==> src/rtl/imem_boot_loader.sv <==
// Boot loader: receives a length-prefixed, XOR-checksummed byte stream and writes big-endian
// 32-bit words into instruction memory. It holds the MIPS core in reset until the image verifies.
module imem_boot_loader #(
  parameter int unsigned      WIDTH      = 32,
  parameter int unsigned      ADDR_WIDTH = 10,
  parameter logic [WIDTH-1:0] BASE_ADDR  = '0
) (
  input  logic             CLK,
  input  logic             RST,
  input  logic             BL_Start,
  input  logic [7:0]       BL_RxData,
  input  logic             BL_RxValid,
  output logic             BL_RxReady,
  output logic             BL_ImemWrEn,
  output logic [WIDTH-1:0] BL_ImemAddr,
  output logic [WIDTH-1:0] BL_ImemWrData,
  output logic             BL_CoreRstN,
  output logic             BL_Busy,
  output logic             BL_Done,
  output logic             BL_Error
);

  localparam logic [2:0] S_IDLE   = 3'd0;
  localparam logic [2:0] S_LEN_HI = 3'd1;
  localparam logic [2:0] S_LEN_LO = 3'd2;
  localparam logic [2:0] S_DATA   = 3'd3;
  localparam logic [2:0] S_WRITE  = 3'd4;
  localparam logic [2:0] S_CHECK  = 3'd5;
  localparam logic [2:0] S_DONE   = 3'd6;
  localparam logic [2:0] S_ERROR  = 3'd7;

  // One extra bit so a full-depth image (2**ADDR_WIDTH words) is representable.
  localparam logic [16:0] MAX_WORDS = 17'(1 << ADDR_WIDTH);

  logic [2:0]          state_q, state_d;
  logic [15:0]         len_q, len_d;
  logic [ADDR_WIDTH:0] idx_q, idx_d;
  logic [1:0]          cnt_q, cnt_d;
  logic [7:0]          csum_q, csum_d;
  logic [WIDTH-1:0]    word_q, word_d;
  logic [WIDTH-1:0]    addr_q, addr_d;
  logic [WIDTH-1:0]    data_q, data_d;

  logic                rxReady;
  logic                xfer;
  logic [15:0]         lenNew;
  logic [ADDR_WIDTH:0] idxInc;
  logic [WIDTH-1:0]    wordNew;

  assign rxReady = (state_q == S_LEN_HI) || (state_q == S_LEN_LO) ||
                   (state_q == S_DATA)   || (state_q == S_CHECK);
  assign xfer    = BL_RxValid & rxReady;
  assign lenNew  = {len_q[15:8], BL_RxData};
  assign idxInc  = idx_q + (ADDR_WIDTH + 1)'(1);
  assign wordNew = {word_q[WIDTH-9:0], BL_RxData};

  always_comb begin
    state_d = state_q;
    len_d   = len_q;
    idx_d   = idx_q;
    cnt_d   = cnt_q;
    csum_d  = csum_q;
    word_d  = word_q;
    addr_d  = addr_q;
    data_d  = data_q;
    case (state_q)
      S_IDLE, S_DONE, S_ERROR: begin
        if (BL_Start) begin
          state_d = S_LEN_HI;
          idx_d   = '0;
          cnt_d   = '0;
          csum_d  = '0;
        end
      end
      S_LEN_HI: begin
        if (xfer) begin
          len_d   = {BL_RxData, 8'h00};
          csum_d  = csum_q ^ BL_RxData;
          state_d = S_LEN_LO;
        end
      end
      S_LEN_LO: begin
        if (xfer) begin
          len_d  = lenNew;
          csum_d = csum_q ^ BL_RxData;
          if ({1'b0, lenNew} > MAX_WORDS) state_d = S_ERROR;
          else if (lenNew == 16'd0)      state_d = S_CHECK;
          else                           state_d = S_DATA;
        end
      end
      S_DATA: begin
        if (xfer) begin
          csum_d = csum_q ^ BL_RxData;
          word_d = wordNew;
          cnt_d  = cnt_q + 2'd1;
          // Address and data are latched here so they are valid throughout WRITE and hold after.
          if (cnt_q == 2'd3) begin
            state_d = S_WRITE;
            data_d  = wordNew;
            addr_d  = BASE_ADDR + (WIDTH'(idx_q) << 2);
          end
        end
      end
      S_WRITE: begin
        idx_d   = idxInc;
        state_d = (32'(idxInc) == 32'(len_q)) ? S_CHECK : S_DATA;
      end
      S_CHECK: begin
        if (xfer) state_d = (BL_RxData == csum_q) ? S_DONE : S_ERROR;
      end
      default: state_d = S_IDLE;
    endcase
  end

  always_ff @(posedge CLK or negedge RST) begin
    if (!RST) begin
      state_q <= S_IDLE;
      len_q   <= '0;
      idx_q   <= '0;
      cnt_q   <= '0;
      csum_q  <= '0;
      word_q  <= '0;
      addr_q  <= '0;
      data_q  <= '0;
    end else begin
      state_q <= state_d;
      len_q   <= len_d;
      idx_q   <= idx_d;
      cnt_q   <= cnt_d;
      csum_q  <= csum_d;
      word_q  <= word_d;
      addr_q  <= addr_d;
      data_q  <= data_d;
    end
  end

  assign BL_RxReady    = rxReady;
  assign BL_ImemWrEn   = (state_q == S_WRITE);
  assign BL_ImemAddr   = addr_q;
  assign BL_ImemWrData = data_q;
  assign BL_CoreRstN   = (state_q == S_DONE);
  assign BL_Busy       = rxReady || (state_q == S_WRITE);
  assign BL_Done       = (state_q == S_DONE);
  assign BL_Error      = (state_q == S_ERROR);

endmodule
==> config.mk <==
export PLATFORM = sky130hd
export DESIGN_NAME = imem_boot_loader
export DESIGN_NICKNAME = d
export VERILOG_FILES = /design/src/rtl/imem_boot_loader.sv
export SDC_FILE = /design/constraint.sdc
export NUM_CORES = 1
export LEC_CHECK = 0
export CORE_ASPECT_RATIO = 0.8
export CORE_MARGIN = 5
export CORE_UTILIZATION = 49
export DETAILED_ROUTE_END_ITERATION = 10
export PLACE_DENSITY_LB_ADDON = 0.1
export REMOVE_ABC_BUFFERS = 1
export SLEW_MARGIN = 20
export SYNTH_ARGS = -nofsm -noshare
export SYNTH_HDL_FRONTEND = slang
export SYNTH_SLANG_ARGS = --single-unit
==> constraint.sdc <==
create_clock -name CLK -period 2.4 [get_ports CLK]
set_input_delay 0.6 -clock CLK [delete_from_list [all_inputs] [get_ports CLK]]
set_output_delay 0.6 -clock CLK [all_outputs]
set_load 0.02 [all_outputs]
==> reports/qor.yml <==
outcome:
  status: "finished clean"
floorplan:
  die_w_um: 125
  dieArea_um2: 12700
  dieHeight_um: 102
  initial_utilization_pct: 50.2
  placementRows: 33
  core_um2: 10300
  pin_count: 82
yosys:
  synth_area_leaders: "dfrtp_1 52%, mux2_2 10%, nand2_1 7.9%, o21ai_0 3.8%, buf_4 3.2%"
  synth_area_um2: 5160
  synth_xor_area_share_pct: 4.59
  synth_fa_ha_area_share_pct: 0.728
  synthCells: 515
  synth_top_family_by_area: "simple AND/OR/NAND/NOR gates"
  synthSimpleGateAreaFrac_pct: 17.3
  synth_compound_area_share_pct: 8.03
  synth_cell_types: 51
  synth_sequential_area_ratio_pct: 51.9
  synth_edf_count: 0
  yosys_warnings: 0
  synth_top_area_cell: "dfrtp_1"
  syn_area_per_cell_um2: 10.0
  synth_top_area_share_pct: 51.9
  synthMuxAreaShare_pct: 11.1
  async_reset_ff_share_pct: 100
  ys_dominant_reg_cell: "dfrtp_1"
  ys_seq_elements: 107
global_routing:
  grt_util_all_layers_pct: 19.3
  grt_pass1_vias: 4018
  grt_max_degree: 45
  grt_pass1_wl_um: 19700
  antenna_found_initial: 0
  overflow: 0
sta:
  slew_violations: 0
  clock.fmax_ghz: 0.437
  rsz0062_at_grt: "false"
  setup_violations: 0
  fin_crit_sh_pct: 95.3
  tightest_slew_ns: 0.606
  slew_headroom_pct: 59.3
  fin_crit_ns: 2.29
  hold_viol: 0
  tns_ns: 0
  clock_skew_ns: 0.0105
power_and_ir_drop:
  switching_share_pct: 34.5
  seq_power_share_pct: 42.4
  p_per_area_nw_per_um2: 923
  power_leakage_nw: 3.20
  p_clk_share_pct: 26.1
  p_int_mw: 3.89
  combPwrFrac_pct: 31.5
  p_switching_mw: 2.05
  ir_drop_v: 0.000626
placement:
  dpl.cell_count: 730
  port-buffer-count: 60
  dpl.hpwl_um: 8090
  place_congestion: 0.846
detailed_routing:
  ant_nets: 0
  post_drt_via_cell_ratio: 5.16
  dr.pass1.iters: 4
  route.detailed.drc: 0
  wl_per_cell_um: 15.2
  drtIter0Drc: 230
  vias: 3856
  wl_um: 11300
worst_setup_path:
  worstSetupPathType: "flop to flop"
  rr_startpoint: "idx_q[0]"
  end_kind: "flop"
  path_buf_inv: 0
  worst_setup_path_startpoint: "idx_q[0]"
  slowest_delay_ns: 0.55
  worstPathRequired_ns: 2.64
  crit_path_top_delay_cell: "or4_1"
  critical_path_arrival_ns: 2.53
  start_kind: "flop"
  cp_top_family: "simple AND/OR/NAND/NOR gates"
  crit_chain: "ha_1, xor2_1, nor4_1, nand4_1, or4_1, o31a_1"
  path_max_fanout: 2
cells_and_area:
  multi_input_area_um2: 2230
  area_growth_syn_to_layout_pct: 24.6
  nets: 617
  nFillCells: 865
  layout.cells.non_filler: 747
  ff_latch_area_um2: 2680
  drive_above_1_share_pct: 20.9
  layout_common_cells: "107 x nand2_1, 106 x dfrtp_1, 53 x clkdlybuf4s50_1"
  n_antenna_cell: 0
  final_common_cell: "nand2_1"
clock_network:
  cts.clk_slew.worst_paths_ns: 0.07
  cts.sinks: 107
  cts_root_buf: "clkbuf_16"
  cts_tree: "built"
  clock_insertion_delay_worst_skew_ns: 0.35
  hold_buffers: 0
  h-tree-depth: 3
  cts_buffers: 9
  cts_buffer_depth: 2
run:
  cap_viol_max_count: 0
worst_hold_path:
  hold_class: "primary input to async pin"
[layer usage]
metal / track usage, % / vias up / routed length [um]
li1: - / 1866 / -
met1: 25.9 / 1881 / 5300
met2: 32.0 / 101 / 5320
met3: 3.74 / 8 / 599
met4: 6.07 / 0 / 112
met5: 0 / - / 0
[cells by family after synthesis]
group / count (synthesis)
XOR/XNOR: 27
multiplexers: 51
AND/OR/NAND/NOR: 197
flip-flops: 107
other: 1
AO/OA/AOI/OAI: 70
adder cells (fa/ha/maj): 3
buffers and inverters: 59
[cell usage after synthesis, types with 2 or more instances]
library cell,number
a2111oi_0,2
a21o_1,3
a21oi_1,10
and3_1,2
buf_2,9
buf_4,22
clkbuf_1,22
dfrtp_1,107
ha_1,3
inv_1,4
mux2_1,5
mux2_2,46
nand2_1,108
nand2b_1,7
nand3_1,13
nand3_2,2
nand3b_1,2
nor2_1,31
nor2b_1,5
nor3_1,4
nor4_1,8
o21ai_0,39
o22ai_1,2
o31ai_1,5
or3_1,2
or4_1,2
xnor2_1,13
xor2_1,14
[registers in the layout, indices dropped and copies added, names as in the netlist]
name,cells
BL_ImemAddr,11
BL_ImemWrData,32
cnt_q,2
csum_q,8
idx_q,11
len_q,16
state_q,3
word_q,24
[worst register-to-register path, stage by stage (launching register included)]
cell,delay (ns)
dfrtp_1,0.39
ha_1,0.33
xor2_1,0.17
nor4_1,0.32
nand4_1,0.12
or4_1,0.55
o31a_1,0.30
[area by class of cell]
class / count / area share (%)
Sequential cell: 107 / 41.7
Clock inverter: 6 / 1.30
Clock buffer: 10 / 3.72
Tap cell: 140 / 2.72
Timing Repair Buffer: 110 / 15.5
Inverter: 5 / 0.292
Multi-Input combinational cell: 369 / 34.8
[path summary, 6_finish.rpt]
check | endpoint | slack [ns] | cells past startpoint
worst max-delay path | state_q[1] | 0.11 | 6
worst max register to register | state_q[1] | 0.11 | 6
min in group CLK | word_q[20] | 0.47 | 2
worst min register to register | word_q[20] | 0.47 | 2
worst min-delay path | word_q[22] | 0.17 | 1
max in group asynchronous | len_q[9] | 1.62 | 2
[repair_timing]
| item | in CTS | in global routing |
|---|---|---|
| hold endpoints to repair | 0 | 0 |
| cloned | 0 | 0 |
| pin swaps | 0 | 0 |
| setup endpoints to repair | 3 | 6 |
| gates resized for setup | 3 | 8 |
| setup buffers | 0 | 1 |
[per-stage QoR]
stage / instance area (um2) / total power, mW / hold slack [ns] / worst slack (ns) / utilization (%)
after floorplan: 4930 / 3.65 / 0.304 / -0.776 / -
after global placement: 6100 / 4.34 / 0.453 / -0.217 / 59.3
after detailed placement: 6100 / 4.42 / 0.457 / -0.226 / 59.3
after CTS: 6420 / 5.99 / 0.164 / 0.00350 / 62.4
after global routing: 6430 / 6.35 / 0.191 / 0.0260 / 62.5
final: 6430 / 5.94 / 0.167 / 0.112 / 62.5
[power groups by stage]
| stage | clock (mW) | combinational [mW] | sequential [mW] |
|---|---|---|---|
| finish | 1.55 | 1.87 | 2.52 |
| global route | 1.67 | 2.11 | 2.57 |
| CTS | 1.60 | 1.88 | 2.51 |
| detailed placement | 0 | 1.88 | 2.54 |
| global placement | 0 | 1.82 | 2.52 |
| floorplan | 0 | 1.14 | 2.51 |
Power figures use the tool's default switching activity.
